===== src/rtl/tcb_arb_pkg.sv =====
// Shared types and helpers for the TCB round-robin arbiter.
package tcb_arb_pkg;

   // Widest manager index supported (MN up to 16).
   localparam int unsigned MaxIw = 4;

   function automatic int unsigned idx_width(input int unsigned n);
      return (n <= 2) ? 1 : $clog2(n);
   endfunction

   typedef struct packed {
      logic             v;
      logic [MaxIw-1:0] idx;
   } rsp_t;

endpackage


===== src/rtl/tcb_arb_rr.sv =====
// Combinational round-robin selector: first requester at or after ptr, wrapping.
module tcb_arb_rr
   import tcb_arb_pkg::*;
#(
   parameter  int unsigned MN = 2,
   localparam int unsigned IW = idx_width(MN)
) (
   input  logic [MN-1:0] req,
   input  logic [IW-1:0] ptr,
   output logic [IW-1:0] gnt,
   output logic          any
);

   always_comb begin
      gnt = '0;
      any = 1'b0;
      // Upper segment [ptr, MN-1] first, then the wrapped segment [0, ptr-1].
      for (int unsigned i = 0; i < MN; i++) begin
         if (!any && req[i] && (i >= 32'(ptr))) begin
            any = 1'b1;
            gnt = IW'(i);
         end
      end
      for (int unsigned i = 0; i < MN; i++) begin
         if (!any && req[i]) begin
            any = 1'b1;
            gnt = IW'(i);
         end
      end
   end

endmodule


===== src/rtl/tcb_arb.sv =====
// Round-robin arbiter sharing one TCB subordinate between MN managers,
// with grant locking under backpressure and a grant-index response pipeline.
module tcb_arb
   import tcb_arb_pkg::*;
#(
   parameter  int unsigned MN  = 2,
   parameter  int unsigned AW  = 32,
   parameter  int unsigned DW  = 32,
   parameter  int unsigned DLY = 1,
   localparam int unsigned BW  = DW / 8
) (
   input  logic                   clk,
   input  logic                   rst,
   input  logic [MN-1:0]          man_vld,
   input  logic [MN-1:0]          man_wen,
   input  logic [MN-1:0][BW-1:0]  man_ben,
   input  logic [MN-1:0][AW-1:0]  man_adr,
   input  logic [MN-1:0][DW-1:0]  man_wdt,
   output logic [MN-1:0]          man_rdy,
   output logic [MN-1:0][DW-1:0]  man_rdt,
   output logic [MN-1:0]          man_err,
   output logic                   sub_vld,
   output logic                   sub_wen,
   output logic [BW-1:0]          sub_ben,
   output logic [AW-1:0]          sub_adr,
   output logic [DW-1:0]          sub_wdt,
   input  logic                   sub_rdy,
   input  logic [DW-1:0]          sub_rdt,
   input  logic                   sub_err
);

   localparam int unsigned IW = idx_width(MN);

   logic [IW-1:0] ptr_q, ptr_d;
   logic [IW-1:0] lck_idx_q, lck_idx_d;
   logic          lock_q, lock_d;
   logic [IW-1:0] rr_gnt, gnt;
   logic          rr_any, lock_hold, trn;
   rsp_t          rsp_in, rsp_out;

   tcb_arb_rr #(
      .MN (MN)
   ) u_rr (
      .req (man_vld),
      .ptr (ptr_q),
      .gnt (rr_gnt),
      .any (rr_any)
   );

   // A lock only holds while its manager keeps vld; otherwise fall back to arbitration.
   always_comb begin
      lock_hold = lock_q & man_vld[lck_idx_q];
      gnt       = lock_hold ? lck_idx_q : rr_gnt;
      sub_vld   = lock_hold | rr_any;
      trn       = sub_vld & sub_rdy;

      sub_wen = 1'b0;
      sub_ben = '0;
      sub_adr = '0;
      sub_wdt = '0;
      man_rdy = '0;
      if (sub_vld) begin
         sub_wen      = man_wen[gnt];
         sub_ben      = man_ben[gnt];
         sub_adr      = man_adr[gnt];
         sub_wdt      = man_wdt[gnt];
         man_rdy[gnt] = sub_rdy;
      end
   end

   always_comb begin
      ptr_d     = ptr_q;
      lock_d    = 1'b0;
      lck_idx_d = lck_idx_q;
      if (trn) begin
         ptr_d = (gnt == IW'(MN - 1)) ? '0 : gnt + IW'(1);
      end else if (sub_vld) begin
         lock_d    = 1'b1;
         lck_idx_d = gnt;
      end
   end

   always_ff @(posedge clk or negedge rst) begin
      if (!rst) begin
         ptr_q     <= '0;
         lock_q    <= 1'b0;
         lck_idx_q <= '0;
      end else begin
         ptr_q     <= ptr_d;
         lock_q    <= lock_d;
         lck_idx_q <= lck_idx_d;
      end
   end

   always_comb begin
      rsp_in.v   = trn;
      rsp_in.idx = MaxIw'(gnt);
   end

   if (DLY > 0) begin : g_pipe
      rsp_t pipe_q [DLY];

      always_ff @(posedge clk or negedge rst) begin
         if (!rst) begin
            for (int unsigned k = 0; k < DLY; k++) begin
               pipe_q[k] <= '0;
            end
         end else begin
            pipe_q[0] <= rsp_in;
            for (int unsigned k = 1; k < DLY; k++) begin
               pipe_q[k] <= pipe_q[k-1];
            end
         end
      end

      assign rsp_out = pipe_q[DLY-1];
   end else begin : g_comb
      assign rsp_out = rsp_in;
   end

   always_comb begin
      man_rdt = '0;
      man_err = '0;
      for (int unsigned i = 0; i < MN; i++) begin
         if (rsp_out.v && (rsp_out.idx == MaxIw'(i))) begin
            man_rdt[i] = sub_rdt;
            man_err[i] = sub_err;
         end
      end
   end

endmodule


===== config.mk =====
export PLATFORM = sky130hd
export DESIGN_NAME = tcb_arb
export DESIGN_NICKNAME = d
export VERILOG_FILES = /design/src/rtl/tcb_arb_pkg.sv /design/src/rtl/tcb_arb_rr.sv /design/src/rtl/tcb_arb.sv
export SDC_FILE = /design/constraint.sdc
export NUM_CORES = 1
export LEC_CHECK = 0
export CAP_MARGIN = 15
export CORE_AREA = 3 3 121 123
export CTS_BUF_LIST = sky130_fd_sc_hd__clkbuf_4 sky130_fd_sc_hd__clkbuf_8
export CTS_CLUSTER_DIAMETER = 80
export CTS_CLUSTER_SIZE = 12
export DETAILED_ROUTE_END_ITERATION = 6
export DIE_AREA = 0 0 124 126
export GPL_TIMING_DRIVEN = 0
export PLACE_DENSITY = 0.49
export SYNTH_ARGS = -nofsm -noshare
export SYNTH_HDL_FRONTEND = slang
export SYNTH_SLANG_ARGS = --single-unit
export TNS_END_PERCENT = 1

===== constraint.sdc =====
create_clock -name clk -period 4.4 [get_ports clk]
set_clock_uncertainty 0.1 [all_clocks]
set_input_delay 0.88 -clock clk [delete_from_list [all_inputs] [get_ports clk]]
set_output_delay 0.88 -clock clk [all_outputs]
set_load 0.01 [all_outputs]

# Yosys cells after proc, flatten, opt, wreduce, memory -nomap -nowiden
# Index checks and enable logic that the tools add are counted.
# totals
ramBits	0
latchBits	0
n_memories	0
wordCells	59
regBits	5
in_bits	176
rom_bits	0
# classes
mul	0
n_bitwise	5
add_sub_neg	1
eq_ne	0
n_reduce_logical	12
n_div	0
order_cmp	4
muxes	32
n_shift	0
# ops
cell	count
2-to-1 mux 32 bit	8
2-to-1 mux 1 bit	19
2-to-1 mux 4 bit	3
logical AND 1 bit	7
zero test 4 bit	1
< comparator 1 x 2 -> 1 bit, second input constant	2
zero test 1 bit	3
AND 1 bit	2
AND 2 bit	1
2-to-1 mux 2 bit	1
AND reduction 2 bit	1
adder 1 bit, second input constant	1
demux 1 bit (select 1 bit)	1
>= comparator 1 bit, first input constant	1
>= comparator 1 bit, second input constant	1
inverter 1 bit	1
bitwise OR 1 bit	1

# Longest topological paths before layout
# depth
word_depth	19
mapped_depth	5
mapped_depth_nobuf	3

# By module
# A second synthesis with hierarchy kept.
# hier_totals
hier_cells	442
area_unflattened_um2	2972.9
# modules_own_cells
mod	instances	cells_each	area_each_um2	seq_area_each_um2
tcb_arb	1	439	2955.3	125.1
tcb_arb_rr	1	3	17.5	0.0

# Worst setup path after synthesis
# OpenSTA, ideal clock, no wires.
# synth_path
path_type	input port to output port
start	input port man_vld[1]
end	output port sub_adr[0]
required_ns	3.420
arrival_ns	1.566
path_slack_ns	1.854
n_path_buf	2
cell_stages	5
path_cell_list	inv_1 -> o21a_1 -> buf_6 -> buf_6 -> a22o_1
# synth_via
elab_chain_cells	12
word_cells_on_any_way	19
# synth_rtl
element	line_no	text
start: declaration	tcb_arb.sv:14	input logic [MN-1:0] man_vld,
logical AND 1 bit	tcb_arb_rr.sv:19	if (!any && req[i] && (i >= 32'(ptr))) begin
2-to-1 mux 1 bit	tcb_arb_rr.sv:19	
zero test 1 bit	tcb_arb_rr.sv:25	if (!any && req[i]) begin
logical AND 1 bit	tcb_arb_rr.sv:25	
2-to-1 mux 1 bit	tcb_arb_rr.sv:25	
zero test 1 bit	tcb_arb_rr.sv:25	
logical AND 1 bit	tcb_arb_rr.sv:25	
2-to-1 mux 1 bit	tcb_arb_rr.sv:25	
2-to-1 mux 1 bit	tcb_arb.sv:53	gnt = lock_hold ? lck_idx_q : rr_gnt;
2-to-1 mux 32 bit (not written as such) (2 in a row)	tcb_arb.sv:65	sub_adr = man_adr[gnt];
2-to-1 mux 32 bit (*)	tcb_arb.sv:62	if (sub_vld) begin
end: declaration	tcb_arb.sv:25	output logic [AW-1:0] sub_adr,
# Every way passes the cells marked *; elsewhere a longest branch is shown, timed or not. The select of a mux whose other input is x is not followed.

# Worst setup path in the final report
# layout_path
start	input port man_vld[1]
end	output port sub_adr[19]
# The elaborated chain is that of the path after synthesis.

==> metrics.yaml <==
cp_max_fo: 10
worst-path-buf-inv: 4
die_area_um2: 15600
syn2layout_area_growth_pct: 239
die_w_um: 124
status: "finished clean"
totalWireLength_mm: 10.9
cpMostUsedCell: "clkdlybuf4s50_1"
ys_ff_latch: 5
cts_tree: "built"
hold_depth: 2
finalCritPeriodShare_pct: 89.3
relSlewSlack_pct: 64.5
cts_buffer_depth: 2
dpl.hpwl_mm: 9.87
ioPinCount: 314
worstSetupPathType: "primary input to output pin"
final_util_pct: 35.1
path_clk_slew_ns: 0.04
cpPeakStageDelay_ns: 0.59
start_kind: "primary input"
grt_max_degree: 11
crit_family: "buffers and inverters"
syn_inst: 181
ys_types: 17
worst_pin_slew_ns: 0.532
drc: 0
final_nets: 675
hold_start: "lck_idx_q"
fin_crit_ns: 3.93
antenna_found_initial: 0
die_h_um: 126
drtPass1Iterations: 4
post_cts_buffers: 0
clkSinkCount: 5
worstHoldEndpoint: "lck_idx_q"
cts_resized: 0
rrSetupSlack_ns: 2.91
reg2reg_from: "lock_q"
grt_pass1_wl_mm: 15.6
power.leakage_nw: 1.97
timing.fmax_ghz: 0.255
ant_nets: 0
synth_nets: 357
diodes: 0
h-tree-depth: 1
rsz0062_at_grt: "false"
ir_drop_mv: 0.0610
maxSlewViolCount: 0
syn_area_per_cell_um2: 7.86
gp_congestion: 0.815
crit_required_ns: 3.42
slowest_stage: "clkdlybuf4s50_1"
ys.warnings.count: 0
yosysSeqAreaShare_pct: 8.80
setup_violations: 0
nFillCells: 1458
cts_inserted_buffers: 3
drtIter0Drc: 58
synth_area_um2: 1420
vias_per_cell: 4.04
row_count: 43
r2r-end: "g_pipe.pipe_q[0]"
postCtsHoldBufs: 0
setup_tns_ns: 0
grtUsageTotal_pct: 12.6
insertion_delay_ns: 0.22
cp-end-kind: "output pin"
cap_viol_max_count: 0
r2r_cells: 3
num_vias: 2740
hold_viol: 0
powerDensity_nw_per_um2: 158
port_buffers: 313
cp.arrival_ns: 2.95
start_util_pct: 10.3
grt_overflow: 0
min_path_type: "register to register"
root_buffer: "clkbuf_8"
core_um2: 13800
wl_per_cell_um: 16.1
drive_gt1_share_pct: 4.42
grt_pass1_vias: 2919
path_cells: "clkdlybuf4s50_1 -> inv_1 -> a21oi_2 -> buf_4 -> a22o_1 -> clkdlybuf4s50_1"
-- layout make-up --
type / instances / area (µm²) / share of cell area [%]
Timing Repair Buffer: 313 / 3130 / 64.9
Multi-Input combinational cell: 150 / 1110 / 23.1
Tap cell: 180 / 225 / 4.66
Buffer: 24 / 176 / 3.65
Sequential cell: 5 / 125 / 2.59
Clock buffer: 4 / 48.8 / 1.01
Inverter: 2 / 7.51 / 0.155
-- synth_stat cells, drive strengths merged --
master / number / area, µm²
a22o: 69 / 604
and2: 37 / 231
and3: 33 / 206
buf: 15 / 143
clkbuf: 9 / 33.8
dfrtp: 5 / 125
a21oi: 4 / 23.8
inv: 2 / 7.51
mux2i: 1 / 13.8
nand2: 1 / 3.75
nor2: 1 / 3.75
nor2b: 1 / 6.26
o21a: 1 / 7.51
o22ai: 1 / 6.26
or2: 1 / 6.26
-- flip-flops by register name, indices dropped and copies added (netlist names) --
register and flops:
g_pipe.pipe_q 2, lck_idx_q 1, ptr_q 1, lock_q 1
-- per-layer routing --
metal	GRT usage [%]	part of all wire, %
met2	25.4	54
met3	3.46	12
met4	2.13	0.97
met5	0	0
met1	12.8	33
-- where the power goes --
part / internal [mW] / switching, mW
Sequential: 0.0513 / 0.00566
Clock: 0.0683 / 0.0222
Combinational: 0.393 / 0.220
-- how the worst max path moves through the flow --
stage,startpoint,to,slack [ns],depth (start not counted)
2_1_floorplan,man_vld[1],sub_adr[0],1.85,5
3_3_place_gp,man_vld[1],sub_adr[19],0.44,6
3_5_place_dp,man_vld[1],sub_wdt[26],0.42,6
4_1_cts,man_vld[1],sub_adr[19],0.35,6
5_1_grt,man_vld[1],sub_wdt[28],0.30,6
6_report,man_vld[1],sub_adr[19],0.47,6
-- layout by cell type, fill, tap and decap left out --
| cell type | n |
|---|---|
| or2_2 | 1 |
| buf_6 | 8 |
| a21oi_2 | 1 |
| inv_1 | 2 |
| a22o_1 | 69 |
| and2_1 | 37 |
| buf_4 | 7 |
| nor2b_1 | 1 |
| clkbuf_4 | 1 |
| dfrtp_1 | 5 |
| nor2_1 | 1 |
| mux2i_2 | 1 |
| o22ai_1 | 1 |
| o21a_1 | 1 |
| and3_1 | 33 |
| clkdlybuf4s50_1 | 313 |
| nand2_1 | 1 |
| clkbuf_8 | 3 |
| clkbuf_1 | 9 |
| a21oi_1 | 3 |
-- logic make-up (layout without fill, tap and decap cells) --
| kind of cell | Yosys count | after routing | synth area share [%] |
|---|---|---|---|
| buf+inv | 26 | 343 | 12.9 |
| simple gates | 74 | 74 | 32.2 |
| flops | 5 | 5 | 8.80 |
| compound gates | 75 | 75 | 45.1 |
| mux | 1 | 1 | 0.967 |
-- stage by stage --
| stage | std cells | power, mW | setup slack [ns] | area [µm²] | hold WS, ns |
|---|---|---|---|---|---|
| after floorplan | 181 | 0.274 | 1.85 | 1420 | 0.409 |
| after global placement | 674 | 0.679 | 0.437 | 4780 | 0.433 |
| after detailed placement | 674 | 0.679 | 0.417 | 4780 | 0.444 |
| after CTS | 678 | 0.774 | 0.351 | 4830 | 0.458 |
| after global routing | 678 | 0.811 | 0.301 | 4830 | 0.478 |
| final | 678 | 0.761 | 0.472 | 4830 | 0.455 |
-- worst register-to-register path: stages (launching register included) --
cell and delay, ns:
dfrtp_1 0.38, mux2i_2 0.18, a21oi_2 0.45, buf_4 0.30
Power figures use the tool's default switching activity.
